--- src/rtl/cpu_trace_monitor_pkg.sv ---
// ---------------------------------------------------------------------------
// trace_pkg
// Shared definitions for the cpu_trace_monitor slice:
//   - state_e      : capture FSM states (IDLE/RUN/DONE/TIMEOUT)
//   - trace_rec_t  : packed trace record at the default widths
//                    {cycle[16], opcode[4], pc[32], alu[32], acc[32]}
//   - recWidth()   : record width for arbitrary PC/DATA/CYC widths
//   - *Offset()    : LSB position of each record field
//   - DROP_W       : width of the saturating drop counter
// ---------------------------------------------------------------------------
package trace_pkg;

  typedef enum logic [1:0] {
    IDLE    = 2'd0,
    RUN     = 2'd1,
    DONE    = 2'd2,
    TIMEOUT = 2'd3
  } state_e;

  localparam int DROP_W = 16;
  localparam int OPC_W  = 4;

  // Record layout at the default widths; fields listed MSB first.
  typedef struct packed {
    logic [15:0] cycle;
    logic [3:0]  opcode;
    logic [31:0] pc;
    logic [31:0] alu;
    logic [31:0] acc;
  } trace_rec_t;

  function automatic int recWidth(input int cycW, input int pcW, input int dataW);
    return cycW + OPC_W + pcW + 2 * dataW;
  endfunction

  // acc sits at bit 0; every other field stacks above it.
  function automatic int aluOffset(input int dataW);
    return dataW;
  endfunction

  function automatic int pcOffset(input int dataW);
    return 2 * dataW;
  endfunction

  function automatic int opcodeOffset(input int pcW, input int dataW);
    return 2 * dataW + pcW;
  endfunction

  function automatic int cycleOffset(input int pcW, input int dataW);
    return 2 * dataW + pcW + OPC_W;
  endfunction

endpackage

--- src/rtl/cpu_trace_monitor_if.sv ---
// ---------------------------------------------------------------------------
// cpu_trace_monitor_if
// Show-ahead read port of the trace monitor.
//   rd_en    : host -> monitor, pop the head record
//   rd_valid : monitor -> host, FIFO non-empty
//   rd_data  : monitor -> host, head record (valid while rd_valid=1)
//   count    : monitor -> host, FIFO occupancy
// Modports: master = host/debug side, slave = monitor side.
// ---------------------------------------------------------------------------
interface cpu_trace_monitor_if
  import trace_pkg::*;
#(
  parameter int REC_W = recWidth(16, 32, 32),
  parameter int CNT_W = 5
);

  logic             rd_en;
  logic             rd_valid;
  logic [REC_W-1:0] rd_data;
  logic [CNT_W-1:0] count;

  modport master (output rd_en, input rd_valid, input rd_data, input count);
  modport slave  (input rd_en, output rd_valid, output rd_data, output count);

endinterface

--- src/rtl/cpu_trace_monitor_fifo.sv ---
// ---------------------------------------------------------------------------
// trace_fifo
// Show-ahead FIFO holding trace records.
//   clk, rst   : clock, asynchronous active-low reset
//   clear_i    : synchronous flush, wins over push/pop in the same cycle
//   push_i     : write data_i; accepted when not full or when popping too
//   pop_i      : drop the head; ignored while empty
//   data_o     : head entry (meaningful only while empty_o=0)
//   count_o    : occupancy, one bit wider than the pointer index
//   full_o, empty_o : status flags
// ---------------------------------------------------------------------------
module trace_fifo #(
  parameter int WIDTH = 8,
  parameter int DEPTH = 16
) (
  input  logic                     clk,
  input  logic                     rst,
  input  logic                     clear_i,
  input  logic                     push_i,
  input  logic                     pop_i,
  input  logic [WIDTH-1:0]         data_i,
  output logic [WIDTH-1:0]         data_o,
  output logic [$clog2(DEPTH):0]   count_o,
  output logic                     full_o,
  output logic                     empty_o
);

  localparam int AW = $clog2(DEPTH);

  logic [WIDTH-1:0] mem_q [DEPTH];
  logic [AW:0]      wrPtr_q;
  logic [AW:0]      rdPtr_q;
  logic             popEff;
  logic             pushEff;

  // Pointers carry one extra MSB: equal index with differing MSB means full.
  assign empty_o = (wrPtr_q == rdPtr_q);
  assign full_o  = (wrPtr_q[AW] != rdPtr_q[AW]) &&
                   (wrPtr_q[AW-1:0] == rdPtr_q[AW-1:0]);
  assign count_o = wrPtr_q - rdPtr_q;
  assign data_o  = mem_q[rdPtr_q[AW-1:0]];

  // A pop frees the head slot on this edge, so a push into a full FIFO
  // can land in that same slot.
  assign popEff  = pop_i && !empty_o;
  assign pushEff = push_i && (!full_o || popEff);

  always_ff @(posedge clk or negedge rst) begin
    if (!rst) begin
      wrPtr_q <= '0;
      rdPtr_q <= '0;
    end else if (clear_i) begin
      wrPtr_q <= '0;
      rdPtr_q <= '0;
    end else begin
      if (pushEff) wrPtr_q <= wrPtr_q + 1'b1;
      if (popEff)  rdPtr_q <= rdPtr_q + 1'b1;
    end
  end

  always_ff @(posedge clk) begin
    if (pushEff && !clear_i) mem_q[wrPtr_q[AW-1:0]] <= data_i;
  end

endmodule

--- src/rtl/cpu_trace_monitor.sv ---
// ---------------------------------------------------------------------------
// cpu_trace_monitor
// Per-cycle execution trace capture beside cpu_top. While in RUN every cycle
// forms a record {cycle, opcode, pc, alu, acc} and pushes it into an on-chip
// FIFO; completion (pc_value >= END_PC) and no-progress timeout end the run,
// and the first parity error latches its PC.
// Ports:
//   clk, rst        : clock, asynchronous active-low reset
//   start           : arm / re-arm pulse (ignored while RUN)
//   pc_value, opcode, alu_result, acc, parity_error : core observation
//   opcode_mask     : (TRACE_OPCODE_FILTER_EN only) per-opcode capture enable
//   rd              : show-ahead read port (cpu_trace_monitor_if.slave)
//   drop_cnt        : saturating count of records lost to a full FIFO
//   state           : FSM state (IDLE/RUN/DONE/TIMEOUT)
//   done, timeout   : sticky end-of-run flags
//   parity_seen, err_pc : sticky parity flag and PC of first error
//   cycle_cnt       : RUN cycles elapsed, also the record timestamp
// Build option: define TRACE_OPCODE_FILTER_EN to add the opcode_mask filter.
// ---------------------------------------------------------------------------
module cpu_trace_monitor
  import trace_pkg::*;
#(
  parameter int PC_W           = 32,
  parameter int DATA_W         = 32,
  parameter int CYC_W          = 16,
  parameter int DEPTH          = 16,
  parameter int END_PC         = 80,
  parameter int TIMEOUT_CYCLES = 48
) (
  input  logic               clk,
  input  logic               rst,
  input  logic               start,
  input  logic [PC_W-1:0]    pc_value,
  input  logic [3:0]         opcode,
  input  logic [DATA_W-1:0]  alu_result,
  input  logic [DATA_W-1:0]  acc,
  input  logic               parity_error,
`ifdef TRACE_OPCODE_FILTER_EN
  input  logic [15:0]        opcode_mask,
`endif
  cpu_trace_monitor_if.slave rd,
  output logic [DROP_W-1:0]  drop_cnt,
  output logic [1:0]         state,
  output logic               done,
  output logic               timeout,
  output logic               parity_seen,
  output logic [PC_W-1:0]    err_pc,
  output logic [CYC_W-1:0]   cycle_cnt
);

  localparam int REC_W   = recWidth(CYC_W, PC_W, DATA_W);
  localparam int CNT_W   = $clog2(DEPTH) + 1;
  localparam int OFF_ALU = aluOffset(DATA_W);
  localparam int OFF_PC  = pcOffset(DATA_W);
  localparam int OFF_OPC = opcodeOffset(PC_W, DATA_W);
  localparam int OFF_CYC = cycleOffset(PC_W, DATA_W);

  localparam logic [PC_W-1:0]  END_PC_V   = PC_W'(END_PC);
  localparam logic [CYC_W-1:0] CYCLE_LAST = CYC_W'(TIMEOUT_CYCLES - 1);

  state_e             state_q;
  logic [CYC_W-1:0]   cycleCnt_q;
  logic [CYC_W-1:0]   cycleCnt_d;
  logic [DROP_W-1:0]  dropCnt_q;
  logic               done_q;
  logic               timeout_q;
  logic               paritySeen_q;
  logic [PC_W-1:0]    errPc_q;

  logic [REC_W-1:0]   recWord;
  logic               maskHit;
  logic               capture;
  logic               armNow;
  logic               popReq;
  logic               dropNow;
  logic               fifoFull;
  logic               fifoEmpty;
  logic [CNT_W-1:0]   fifoCount;
  logic [REC_W-1:0]   fifoHead;

  // Record is stamped with the cycle count before this cycle's increment.
  always_comb begin
    recWord = '0;
    recWord[0       +: DATA_W] = acc;
    recWord[OFF_ALU +: DATA_W] = alu_result;
    recWord[OFF_PC  +: PC_W]   = pc_value;
    recWord[OFF_OPC +: OPC_W]  = opcode;
    recWord[OFF_CYC +: CYC_W]  = cycleCnt_q;
  end

`ifdef TRACE_OPCODE_FILTER_EN
  assign maskHit = opcode_mask[opcode];
`else
  assign maskHit = 1'b1;
`endif

  assign capture    = (state_q == RUN) && maskHit;
  assign armNow     = start && (state_q != RUN);
  assign popReq     = rd.rd_en && !fifoEmpty;
  assign dropNow    = capture && fifoFull && !popReq;
  assign cycleCnt_d = cycleCnt_q + CYC_W'(1);

  trace_fifo #(
    .WIDTH (REC_W),
    .DEPTH (DEPTH)
  ) u_fifo (
    .clk     (clk),
    .rst     (rst),
    .clear_i (armNow),
    .push_i  (capture),
    .pop_i   (rd.rd_en),
    .data_i  (recWord),
    .data_o  (fifoHead),
    .count_o (fifoCount),
    .full_o  (fifoFull),
    .empty_o (fifoEmpty)
  );

  // Capture FSM with its counters and sticky flags. Completion is tested
  // before timeout so a run that ends on its last allowed cycle reports DONE.
  always_ff @(posedge clk or negedge rst) begin
    if (!rst) begin
      state_q      <= IDLE;
      cycleCnt_q   <= '0;
      dropCnt_q    <= '0;
      done_q       <= 1'b0;
      timeout_q    <= 1'b0;
      paritySeen_q <= 1'b0;
      errPc_q      <= '0;
    end else begin
      case (state_q)
        RUN: begin
          cycleCnt_q <= cycleCnt_d;
          if (dropNow && (dropCnt_q != '1)) dropCnt_q <= dropCnt_q + DROP_W'(1);
          if (parity_error && !paritySeen_q) begin
            paritySeen_q <= 1'b1;
            errPc_q      <= pc_value;
          end
          if (pc_value >= END_PC_V) begin
            state_q <= DONE;
            done_q  <= 1'b1;
          end else if (cycleCnt_q == CYCLE_LAST) begin
            state_q   <= TIMEOUT;
            timeout_q <= 1'b1;
          end
        end
        default: begin
          if (start) begin
            state_q      <= RUN;
            cycleCnt_q   <= '0;
            dropCnt_q    <= '0;
            done_q       <= 1'b0;
            timeout_q    <= 1'b0;
            paritySeen_q <= 1'b0;
            errPc_q      <= '0;
          end
        end
      endcase
    end
  end

  assign rd.rd_valid = !fifoEmpty;
  assign rd.rd_data  = fifoHead;
  assign rd.count    = fifoCount;

  assign drop_cnt    = dropCnt_q;
  assign state       = state_q;
  assign done        = done_q;
  assign timeout     = timeout_q;
  assign parity_seen = paritySeen_q;
  assign err_pc      = errPc_q;
  assign cycle_cnt   = cycleCnt_q;

endmodule
--- src/flat_wrapper.sv ---
// flat-port wrapper written by rule: the top's interface ports become plain ports
module cpu_trace_monitor_flat import trace_pkg::*;
#(
  parameter int PC_W           = 32,
  parameter int DATA_W         = 32,
  parameter int CYC_W          = 16,
  parameter int DEPTH          = 16,
  parameter int END_PC         = 80,
  parameter int TIMEOUT_CYCLES = 48
)
  (clk, rst, start, pc_value, opcode, alu_result, acc, parity_error, drop_cnt, state, done, timeout, parity_seen, err_pc, cycle_cnt, rd_rd_en, rd_rd_valid, rd_rd_data, rd_count);
  cpu_trace_monitor_if rd_i ();
  input  logic clk;
  input  logic rst;
  input  logic start;
  input  logic [PC_W-1:0] pc_value;
  input  logic [3:0] opcode;
  input  logic [DATA_W-1:0] alu_result;
  input  logic [DATA_W-1:0] acc;
  input  logic parity_error;
  output logic [DROP_W-1:0] drop_cnt;
  output logic [1:0] state;
  output logic done;
  output logic timeout;
  output logic parity_seen;
  output logic [PC_W-1:0] err_pc;
  output logic [CYC_W-1:0] cycle_cnt;
  input wire logic [$bits(rd_i.rd_en)-1:0] rd_rd_en;
  output wire logic [$bits(rd_i.rd_valid)-1:0] rd_rd_valid;
  output wire logic [$bits(rd_i.rd_data)-1:0] rd_rd_data;
  output wire logic [$bits(rd_i.count)-1:0] rd_count;
  assign rd_i.rd_en = rd_rd_en;
  assign rd_rd_valid = rd_i.rd_valid;
  assign rd_rd_data = rd_i.rd_data;
  assign rd_count = rd_i.count;
  cpu_trace_monitor #(.PC_W(PC_W), .DATA_W(DATA_W), .CYC_W(CYC_W), .DEPTH(DEPTH), .END_PC(END_PC), .TIMEOUT_CYCLES(TIMEOUT_CYCLES)) u_core (.clk(clk), .rst(rst), .start(start), .pc_value(pc_value), .opcode(opcode), .alu_result(alu_result), .acc(acc), .parity_error(parity_error), .rd(rd_i), .drop_cnt(drop_cnt), .state(state), .done(done), .timeout(timeout), .parity_seen(parity_seen), .err_pc(err_pc), .cycle_cnt(cycle_cnt));
endmodule
--- config.mk ---
export PLATFORM = sky130hd
export DESIGN_NAME = cpu_trace_monitor_flat
export DESIGN_NICKNAME = d
export VERILOG_FILES = /design/src/rtl/cpu_trace_monitor_pkg.sv /design/src/rtl/cpu_trace_monitor_if.sv /design/src/rtl/cpu_trace_monitor_fifo.sv /design/src/rtl/cpu_trace_monitor.sv /design/src/flat_wrapper.sv
export SDC_FILE = /design/constraint.sdc
export NUM_CORES = 2
export LEC_CHECK = 0
export CAP_MARGIN = 25
export CORE_ASPECT_RATIO = 0.6
export CORE_MARGIN = 10
export CORE_UTILIZATION = 64
export DETAILED_ROUTE_END_ITERATION = 8
export PLACE_DENSITY = 0.83
export SYNTH_ARGS = -nofsm -noshare
export SYNTH_HDL_FRONTEND = slang
export SYNTH_SLANG_ARGS = --single-unit
--- constraint.sdc ---
create_clock -name clk -period 22.6 [get_ports clk]
set_clock_uncertainty 0.15 [all_clocks]
set_input_delay 5.65 -clock clk [delete_from_list [all_inputs] [get_ports clk]]
set_output_delay 5.65 -clock clk [all_outputs]
set_load 0.02 [all_outputs]
# After elaboration in Yosys (flattened, before gate mapping)
# Memories as Yosys holds them, arrays and structs flattened.
# Index checks and enable logic that the tools add are counted.
# classes
n_eq_ne	13
n_lt_le_gt_ge	1
mux	25
addsub	5
reduce_logical	23
# ops
operator	n
$mux 32	3
$mux 16	4
$add 16x1->16 const B	2
$ge 32x7->1 const B	1
$mux 5	4
$eq 16x6->1 const B	1
$ne 16x16->1 const B	1
$add 5x1->5 const B	2
$mux 1	10
$ne 2x2->1 const B	5
$logic_and 1x1->1	9
$mux 2	4
$reduce_and 2->1	4
$reduce_bool 2->1	3
$eq 5x5->1	1
$logic_not 1->1	5
$sub 5x5->5	1
$eq 4x4->1	1
$ne 3x3->1 const B	1
$reduce_and 3->1	1
$eq 2x1->1 const B	1
$ne 2x1->1 const B	1
$logic_or 1x1->1	1
$ne 1x1->1	1
# totals
in_bits	105
mem_bits_rw	1856
regBits	79
n_memories	1
# mem_list
name	depth	word_bits	read_ports	rd_clocked_by_memory_dff	wr	line	text
u_core.u_fifo.mem_q	16	116	1	0	1	cpu_trace_monitor_fifo.sv:30	logic [WIDTH-1:0] mem_q [DEPTH];

# Logic depth before layout (Yosys ltp)
# depth
ltp_word	8
depth_mapped	12

# Cells and area by module
# From an unflattened synthesis, not the netlist that was laid out.
# hier_totals
cells_unflattened	3540
area_unflattened_um2	74632.8
# modules_own_cells
module	seq_area_each_um2	instances	cells_per_inst	area_each_um2
trace_fifo	55983.7	1	3185	71364.7
cpu_trace_monitor	1726.7	1	355	3268.1

# Worst setup path after synthesis
# Ideal clock, no wire load.
# synth_path
kind	input -> register
startpoint	input rd_rd_en
endpoint	memory u_core.u_fifo.mem_q[3][0] in the netlist's numbering (enable)
slack_ps	7534
arrival_ps	14183
cell_stages	4
t_required_ps	21718
n_path_buf	0
path_cell_list	inv_1 > a31oi_1 > nand2_1 > nor3_1
# synth_between
elab_chain_len	6
# synth_lines
item	line	text
start, declared	flat_wrapper.sv:28	input wire logic [$bits(rd_i.rd_en)-1:0] rd_rd_en;
$logic_and 1x1->1	cpu_trace_monitor_fifo.sv:45	assign popEff = pop_i && !empty_o;
$logic_or 1x1->1	cpu_trace_monitor_fifo.sv:46	assign pushEff = push_i && (!full_o || popEff);
$logic_and 1x1->1	cpu_trace_monitor_fifo.sv:46	
$logic_and 1x1->1	cpu_trace_monitor_fifo.sv:62	if (pushEff && !clear_i) mem_q[wrPtr_q[AW-1:0]] <= data_i;
$mux 1	cpu_trace_monitor_fifo.sv:62	
$mux 1 (not written as such)	cpu_trace_monitor_fifo.sv:62	
end, declared	cpu_trace_monitor_fifo.sv:30	
# No other way between the ends.

# Worst setup path after layout
# layout_path
startpoint	register u_core.u_fifo.rdPtr_q[0]
endpoint	output rd_rd_data[48]
# layout_between
elab_chain_len	1
# layout_lines
item	line	text
start, declared	cpu_trace_monitor_fifo.sv:32	logic [AW:0] rdPtr_q;
start signal, assigned	cpu_trace_monitor_fifo.sv:57	if (popEff) rdPtr_q <= rdPtr_q + 1'b1;
$mem_v2 16x116	n/a	
end, declared	flat_wrapper.sv:30	output wire logic [$bits(rd_i.rd_data)-1:0] rd_rd_data;
# No other way between the ends.

==> out/results.ini <==
[clocking]
cts_buffer_depth = 3
insertion_delay_ns = 0.79
cts_resized = 0
clockRootBuffer = clkbuf_16
numCtsBuffers = 164
cts-htree-levels = 4
postCtsHoldBufs = 0
clk_pin_slew_ns = 0.07
cts_sinks = 1935
cts_tree = done
cts_setup_buffers = 0

[timing]
holdWs_ns = 0.379
fin_setup_tns_ns = 0
final-setup-viol-count = 0
slew_violations = 0
finalHoldViolations = 0
maxSlewHeadroom_pct = 24.7
max_slew.worst_pin.slew_ns = 1.13
min_period_ns = 11.84
max_freq_ghz = 0.0845
rsz0062_at_grt = false
finalCritPeriodShare_pct = 52.4

[layout]
fillCellCount = 6174
postLayoutCellArea_sq_mm = 0.0843
nNetsFinal = 4093
layout-drive-gt1-share_pct = 19.7
areaGrowthSynthToFinish_pct = 13.8

[power]
combPwrFrac_pct = 27.0
internal_power_uw = 6860
power_leakage_uw = 0.0268
netSwitchingPower_uw = 2830
pwr-share-clk_pct = 29.1
sw_frac_of_total_pct = 29.2
p_per_area_mw_per_mm2 = 115
seqPwrFrac_pct = 43.9
peakVddDrop_mv = 0.116

[routing]
wl_microns = 184000
final_antenna_net_count = 0
vias = 39000
first_pass_iters = 6
drc_errors = 0
wl_per_cell_microns = 32.7
viasPerCell = 6.92
drtIter0Drc = 5722

[setup_path]
crit_arrival_ns = 6.04
crit_type = reg2out
crit_chain = buf_12 -> buf_12 -> buf_12 -> mux4_2 -> nand2_1 -> and3_1 -> a31oi_1 -> clkdlybuf4s50_1
start_kind = flip-flop
r2r-end = u_core.u_fifo.mem_q[11][38]
worst-path-buf-inv = 4
worst_ep_required_time_ns = 16.80
slowest_delay_ns = 0.86
endpoint_kind = output pin
reg2reg_slack_ns = 15.71
rr_startpoint = u_core.u_fifo.rdPtr_q[0]
crit_top_cell = buf_12
r2r_cells = 8
cp_top_family = buffers and inverters
crit_fanout = 117
cpMaxStageDelayCell = dfrtp_4

[global_routing]
antenna_found_initial = 8
overflow = 0
grt_max_degree = 152
grt_util_all_layers_pct = 28.3
grt_pass1_vias = 39900
grt_pass1_wl_microns = 272000

[synthesis]
syn_avg_cell_area_sq_um = 20.4
netlist_area_sq_mm = 0.0741
synth.area.top_cells = edfxtp_1 (75%), mux4_2 (14%), nand2_1 (2.9%), dfrtp_1 (2.7%), and3_1 (1.1%)
yosysUniqueCellTypes = 48
synthCells = 3638
synthFlopType = edfxtp_1
ys_ff_latch = 1935
ys_async_sr_fraction_pct = 4.08
yosysSeqAreaShare_pct = 77.9
synth_top_area_share_pct = 75.2
synth_nets = 3755
yosysTopAreaCell = edfxtp_1
synth_edf_count = 1856
synth_warnings = 0

[placement]
globalplace.congestion = 0.791
postPlaceCellArea_sq_mm = 0.0789
port_buffers = 295
dpl.hpwl_microns = 89500

[run_status]
outcome = complete, no violations

[hold_path]
hold_depth = 2
hold_path.class = reg2reg
min_from = u_core.err_pc[7]
hold_end = u_core.err_pc[7]

[floorplan]
dieArea_sq_mm = 0.130
die_w_microns = 459
start_util_pct = 64.6
io_pins = 296
num_rows = 96
die_height_microns = 284
core_area_sq_mm = 0.115

[job]
max_cap_viol_count = 0

==> kinds of logic (layout without fill, tap and decap cells) <==
group,Yosys count,count (layout),synth area share (%)
AND/OR/NAND/NOR,790,790,4.63
flip-flops,1935,1935,77.9
AO/OA/AOI/OAI,198,198,1.62
XOR/XNOR,16,16,0.189
multiplexers,474,474,14.2
buffers and inverters,213,684,1.20
adder cells (fa/ha/maj),12,12,0.213
other,0,5,0
==> how the worst max path moves through the flow <==
stage / start / slack [ns] / cells past startpoint / to
global route: u_core.u_fifo.rdPtr_q[0] / 10.15 / 8 / rd_rd_data[48]
CTS: u_core.u_fifo.rdPtr_q[0] / 10.65 / 8 / rd_rd_data[48]
global placement: u_core.u_fifo.rdPtr_q[0] / 11.58 / 8 / rd_rd_data[48]
floorplan: rd_rd_en / 7.53 / 4 / u_core.u_fifo.mem_q[3][0]
detailed placement: u_core.u_fifo.rdPtr_q[0] / 11.55 / 8 / rd_rd_data[48]
finish: u_core.u_fifo.rdPtr_q[0] / 10.76 / 8 / rd_rd_data[48]
==> power by group through the flow <==
stage               Combinational (uW)  Sequential [uW]  Clock [uW]
finish                            2620             4250        2820
global route                      2780             4270        2990
CTS                               2640             4250        2850
detailed placement                2600             4320           0
global placement                  2560             4310           0
floorplan                         1610             4350           0
==> metal layers <==
metal | wire length, microns | GRT usage [%] | part of all wire (%) | vias to the layer above
met2 | 89000 | 43.5 | 48 | 2890
met1 | 68900 | 40.9 | 37 | 20200
li1 | - | - | - | 15400
met5 | 60 | 0 | 0.033 | -
met3 | 21100 | 6.51 | 11 | 382
met4 | 5350 | 9.09 | 2.9 | 8
==> synth_stat cells (all sizes together) (9+ instances only) <==
library cell / count
dfrtp: 79
mux2i: 9
clkbuf: 114
nand3: 17
a21oi: 13
inv: 13
a31oi: 118
xnor2: 10
nor3: 9
buf: 85
ha: 11
mux4: 464
o21ai: 51
nand4: 9
and3: 125
nand2: 563
edfxtp: 1856
nor2: 36
==> worst register-to-register path: cells and delay by family (launching register included) <==
family                     cells  cell delay, ns
AOI/OAI and AO/OA              1            0.63
adders and majority gates      1            0.45
buffers and inverters          3            2.75
DFF                            1            0.86
and+or+nand+nor                3            1.62
==> flip-flops by register name, indices dropped and copies added (netlist names) <==
| register | count |
|---|---|
| u_core.cycle_cnt | 16 |
| u_core.done | 1 |
| u_core.drop_cnt | 16 |
| u_core.err_pc | 32 |
| u_core.parity_seen | 1 |
| u_core.state | 2 |
| u_core.timeout | 1 |
| u_core.u_fifo.mem_q | 1856 |
| u_core.u_fifo.rdPtr_q | 5 |
| u_core.u_fifo.wrPtr_q | 5 |
==> per-stage QoR <==
stage	util, %	std cells	setup slack (ns)	total power [uW]
floorplan	-	3638	7.53	5960
global placement	68.8	5322	11.58	6870
detailed placement	68.8	5324	11.55	6920
CTS	73.4	5623	10.65	9740
global route	73.6	5632	10.15	10000
finish	73.6	5633	10.76	9690
==> cells in the final DEF, fill, tap and decap left out, drive strengths merged, types with 2 or more instances in the layout <==
cell	count
inv	22
diode	5
and3	125
or4	2
o21a	3
clkdlybuf4s50	294
o211ai	3
nor2b	2
nand2b	3
or3	6
edfxtp	1856
a31oi	118
xnor2	10
nand3	17
nand3b	2
nand2	563
mux4	464
o21ai	51
clkinvlp	10
clkbuf	209
a21o	3
a22o	3
nand4	9
ha	11
nor3	9
buf	77
xor2	6
nor4	8
and4	2
clkinv	58
mux2i	9
a21oi	13
nor2	36
dfrtp	79
bufinv	14
==> final cells by class <==
cell class | instances | area (sq um) | area share (%)
antenna | 5 | 12.5 | 0.0148
clock buffer | 209 | 4400 | 5.22
clock inverter | 90 | 875 | 1.04
inverter | 14 | 65.1 | 0.0772
multi-input combinational | 1490 | 15600 | 18.5
sequential | 1935 | 57700 | 68.5
tap | 1519 | 1900 | 2.25
timing repair buffer | 371 | 3720 | 4.41
Power figures use the tool's default switching activity.
